==> src/rtl/cache_write_interface.sv <==
// Cache write interface: queues up to two write headers, buffers one data beat and
// serializes it onto the active-low cache SRAM port; MMIO transfers go to a side output.
module cache_write_interface #(
   parameter int ADDR_BITS = 10,
   parameter int LEN_BITS  = 8,
   parameter int IWIDTH    = 128,
   parameter int CWIDTH    = 32,
   parameter int ID_LEN    = 2,
   parameter int WRAP_BITS = 4
) (
   input  logic                 clk,
   input  logic                 rst,
   output logic                 OUT_ready,
   input  logic                 IN_valid,
   input  logic [ID_LEN-1:0]    IN_id,
   input  logic [LEN_BITS-1:0]  IN_len,
   input  logic [ADDR_BITS-1:0] IN_addr,
   input  logic                 IN_mmio,
   input  logic                 IN_dataValid,
   output logic                 OUT_dataReady,
   input  logic [IWIDTH-1:0]    IN_data,
   input  logic                 IN_last,
   input  logic                 IN_CACHE_ready,
   output logic                 OUT_CACHE_ce,
   output logic                 OUT_CACHE_we,
   output logic [ADDR_BITS-1:0] OUT_CACHE_addr,
   output logic [CWIDTH-1:0]    OUT_CACHE_data,
   output logic                 OUT_mmioValid,
   output logic [31:0]          OUT_mmioData,
   output logic                 OUT_done,
   output logic [ID_LEN-1:0]    OUT_doneId
);
   localparam int WNUM    = IWIDTH / CWIDTH;
   localparam int WI_BITS = (WNUM > 1) ? $clog2(WNUM) : 1;
   localparam logic [WI_BITS-1:0] WI_LAST = WI_BITS'(WNUM - 1);

   typedef struct packed {
      logic                 valid;
      logic                 mmio;
      logic [ID_LEN-1:0]    id;
      logic [ADDR_BITS-1:0] addr;
      logic [LEN_BITS-1:0]  len;
   } slot_t;

   slot_t cur, nxt, hdr;

   logic                 buf_valid;
   logic                 buf_last;
   logic [IWIDTH-1:0]    buf_data;
   logic [WI_BITS-1:0]   wi;
   logic [LEN_BITS-1:0]  progress;

   logic write_en, write_ok, finish_wr, mmio_take, cur_finish, buf_free;
   logic hdr_acc, beat_acc;
   logic [WRAP_BITS-1:0] wrap_lo;

   always_comb begin
      hdr.valid = 1'b1;
      hdr.mmio  = IN_mmio;
      hdr.id    = IN_id;
      hdr.addr  = IN_addr;
      hdr.len   = IN_len;
   end

   always_comb begin
      write_en   = cur.valid && !cur.mmio && buf_valid;
      write_ok   = write_en && IN_CACHE_ready;
      finish_wr  = write_ok && (progress == cur.len);
      mmio_take  = cur.valid && cur.mmio && buf_valid;
      cur_finish = finish_wr || mmio_take;
      // The beat is released on its last word, or early when the transfer ends inside it.
      buf_free   = cur_finish || (write_ok && (wi == WI_LAST));
   end

   assign OUT_ready     = !nxt.valid || cur_finish;
   assign OUT_dataReady = !buf_valid || buf_free;
   assign hdr_acc       = IN_valid && OUT_ready;
   assign beat_acc      = IN_dataValid && OUT_dataReady;
   assign wrap_lo       = cur.addr[WRAP_BITS-1:0] + progress[WRAP_BITS-1:0];

   always_comb begin
      OUT_CACHE_ce   = !write_en;
      OUT_CACHE_we   = !write_en;
      OUT_CACHE_addr = {cur.addr[ADDR_BITS-1:WRAP_BITS], wrap_lo};
      OUT_CACHE_data = buf_data[CWIDTH*int'(wi) +: CWIDTH];
   end

   always_ff @(posedge clk) begin
      if (rst) begin
         cur           <= '0;
         nxt           <= '0;
         buf_valid     <= 1'b0;
         buf_last      <= 1'b0;
         wi            <= '0;
         progress      <= '0;
         OUT_done      <= 1'b0;
         OUT_mmioValid <= 1'b0;
      end else begin
         OUT_done      <= cur_finish;
         OUT_doneId    <= cur.id;
         OUT_mmioValid <= mmio_take;
         OUT_mmioData  <= buf_data[31:0];

         if (cur_finish) begin
            progress <= '0;
            if (nxt.valid) begin
               cur <= nxt;
               nxt <= hdr_acc ? hdr : '0;
            end else begin
               cur <= hdr_acc ? hdr : '0;
            end
         end else begin
            if (write_ok)
               progress <= progress + LEN_BITS'(1);
            if (hdr_acc) begin
               if (!cur.valid)
                  cur <= hdr;
               else
                  nxt <= hdr;
            end
         end

         if (buf_free)
            wi <= '0;
         else if (write_ok)
            wi <= wi + WI_BITS'(1);

         if (beat_acc) begin
            buf_valid <= 1'b1;
            buf_data  <= IN_data;
            buf_last  <= IN_last;
         end else if (buf_free) begin
            buf_valid <= 1'b0;
         end
      end
   end

   // The beat holding word cur.len must have been flagged as the last beat.
   assert property (@(posedge clk) disable iff (rst) finish_wr |-> buf_last);

endmodule

==> config.mk <==
export PLATFORM = sky130hd
export DESIGN_NAME = cache_write_interface
export DESIGN_NICKNAME = d
export VERILOG_FILES = /design/src/rtl/cache_write_interface.sv
export SDC_FILE = /design/constraint.sdc
export NUM_CORES = 1
export LEC_CHECK = 0
export BUFFER_PORTS_ARGS = -buffer_cell sky130_fd_sc_hd__buf_2
export CORE_MARGIN = 2
export CORE_UTILIZATION = 47
export CTS_CLUSTER_DIAMETER = 100
export DETAILED_ROUTE_END_ITERATION = 8
export PLACE_DENSITY = 0.72
export SETUP_SLACK_MARGIN = 0.2
export SLEW_MARGIN = 40
export SYNTH_ARGS = -nofsm -noshare
export SYNTH_HDL_FRONTEND = slang
export SYNTH_SLANG_ARGS = --single-unit
==> constraint.sdc <==
create_clock -name clk -period 5 [get_ports clk]
set_input_delay 0.5 -clock clk [delete_from_list [all_inputs] [get_ports clk]]
set_output_delay 0.5 -clock clk [all_outputs]
set_load 0.005 [all_outputs]
==> results.tsv <==
stage	metric	value	unit
outcome	status	finished, final reports clean	
sta	min_period	2.98	ns
sta	finalCritPeriodShare	0.596	
synthesis	ys_warn_count	0	
place	post-place-ws	1.93	ns
finish	layout_common_cells	buf_2 (235), edfxtp_1 (162), dfxtp_1 (55), nand3_1 (45), mux4_2 (32)	
critical_path	critPathCaptureType	register	
sta	timing.final.max_slew_violations	0	
synthesis	synth.net_count	648	
critical_path	worst_ep_arrival_time	3.17	ns
clocking	cts_resized	0	
synthesis	synthesis.instances	487	
sta	clock_skew	0.0158	ns
floorplan	dieArea	18500	µm²
place	io_buffer_count	235	
synthesis	synth-edff-count	162	
critical_path	required	5.19	ns
min_path	worstHoldPathCells	1	
sta	setup_slack	2.02	ns
finish	final_layout_size_suffix_gt1_frac	0.439	
power	vdd_drop_max	0.342	mV
clocking	cts-root-buf	clkbuf_16	
clocking	cts.reportedPaths.clkPinSlew	0.06	ns
clocking	clock-sinks	219	
critical_path	cp_max_fo	55	
sta	setup_violations	0	
critical_path	start_kind	register	
sta	worst_pin_slew	0.749	ns
min_path	hold_path_class	primary input to register	
drt	viasPerCell	5.33	
floorplan	io_pins	237	
synthesis	synth_flop_cell	edfxtp_1	
floorplan	die_h	136	µm
global_routing	grt_pass1_vias	5480	
clocking	htree_levels	1	
sta	slew-limit-headroom	0.501	
finish	fin_util	0.606	
clocking	cts_made_buffers	24	
finish	fin_nets	885	
job	cap_violations	0	
place	routabilityCongestion	0.799	
global_routing	antenna_found_initial	2	
finish	nFillCells	1313	
drt	dr_total_vias	5154	
synthesis	ys_seq_area_frac	0.733	
global_routing	grt-ovfl-total	0	
power	p_per_area	397	nW/µm²
clocking	cts_tree	done	
clocking	cts_buffer_depth	3	
sta	whs	0.156	ns
drt	wire_per_inst	18.4	µm
floorplan	initial_core_util	0.477	
drt	first_pass_iters	6	
clocking	cts_setup_buffers	0	
floorplan	coreArea	17200	µm²
finish	syn_to_final_growth	27.0	%
drt	antenna_left	0	
clocking	clock_latency	0.52	ns
drt	drt_iter0_drc	229	
finish	layout_commonest_cell	buf_2	
floorplan	dieWidth	136	µm
global_routing	grt_pass1_wl	27900	µm
synthesis	syn_area_per_cell	16.8	µm²
sta	tns	0	ns
global_routing	grt_max_degree	56	
clocking	holdBufCountCts	0	
critical_path	r2r.worst_path.cells	6	
global_routing	grt_usage	0.195	
drt	drc_errors	0	
power	power.leakage	0.00395	µW
place	dp_hpwl	12500	µm
drt	wirelength	17800	µm
floorplan	rows	48	
critical_path	path_class	register to register	
synthesis	synth.distinct_cells	37	
sta	finalHoldViolCount	0	
sta	fmax	336	MHz
synthesis	synth-seq-cells	219	
synthesis	synthArstFlopShare	0	
synthesis	synth_area	8190	µm²
sta	rsz0062_at_grt	false	
## cells by family (layout without fill, tap and decap cells)
kind of cell,count (synthesis),after routing,share of synthesized area
adders and majority gates,6,6,0.0101
AOI/OAI and AO/OA,58,58,0.0573
DFF,219,219,0.733
muxes,32,32,0.0880
xor gates and xnor gates,18,18,0.0192
buffers and inverters,44,298,0.0257
other,0,1,0
and+or+nand+nor,110,110,0.0666
## worst max-delay path: stages (launching register included)
cell     delay, ns
dfxtp_1       0.46
and4b_1       0.44
and3_1        0.26
nand3_1       0.15
nand4_1       0.17
and3_4        0.68
buf_4         0.43
## power breakdown
group          switching (µW)  leakage, µW  internal [µW]
logic                     137      0.00156            124
registers                33.1      0.00198           2040
clock network             693     0.000398           1100
total                     863      0.00395           3260
## cell usage after synthesis, drive strengths merged, types with 2 or more instances
| library cell | instances | share of area |
|---|---|---|
| and3 | 4 | 0.0031 |
| o211ai | 21 | 0.019 |
| inv | 8 | 0.0037 |
| nand2b | 2 | 0.0015 |
| buf | 18 | 0.014 |
| a21oi | 7 | 0.0043 |
| dfxtp | 57 | 0.14 |
| edfxtp | 162 | 0.59 |
| ha | 5 | 0.0076 |
| xor2 | 5 | 0.0053 |
| nand3 | 46 | 0.029 |
| nor2 | 8 | 0.0037 |
| clkbuf | 18 | 0.0082 |
| xnor2 | 13 | 0.014 |
| nand4 | 4 | 0.0031 |
| mux4 | 32 | 0.088 |
| and4 | 2 | 0.0021 |
| nand2 | 28 | 0.013 |
| a22o | 21 | 0.022 |
| a32o | 2 | 0.0024 |
| nor3 | 11 | 0.0067 |
## final timing paths
path                        startpoint                      end  slack [ns]
hold reg to reg   cur[18]$_SDFFE_PP0P_  OUT_doneId[0]$_DFFE_PN_        0.44
setup / recovery  cur[21]$_SDFFE_PP0P_   buf_data[23]$_DFFE_PP_        2.02
setup reg to reg  cur[21]$_SDFFE_PP0P_   buf_data[23]$_DFFE_PP_        2.02
hold / removal            IN_data[120]  buf_data[120]$_DFFE_PP_        0.16
## cell type report
cell class                 instances  area [µm²]  share of cell area
multi-input combinational        224        1980               0.190
antenna                            1        2.50            0.000240
timing repair buffer             247        1290               0.124
tap                              225         282              0.0271
clock buffer                      29         619              0.0595
clock inverter                    14         196              0.0189
sequential                       219        6010               0.577
inverter                           8        30.0             0.00289
## sequential cells by signal (all words and copies together), names as in the netlist, 2 cells and up
register	flops
buf_data	128
OUT_mmioData	32
nxt	22
cur	16
progress	8
OUT_CACHE_addr	6
OUT_doneId	2
wi	2
## metrics by stage
step | instance area, µm² | total power, µW | std cells
floorplan | 8190 | 2240 | 487
global placement | 9560 | 2360 | 921
detailed placement | 9590 | 2370 | 923
CTS | 10400 | 4170 | 966
global route | 10400 | 4270 | 967
finish | 10400 | 4130 | 967
## routing by layer
metal,wire (µm),GRT usage
met2,8940,0.333
met3,1760,0.0660
met5,0,0
met4,609,0.0735
met1,6500,0.229
Power figures use the tool's default switching activity.
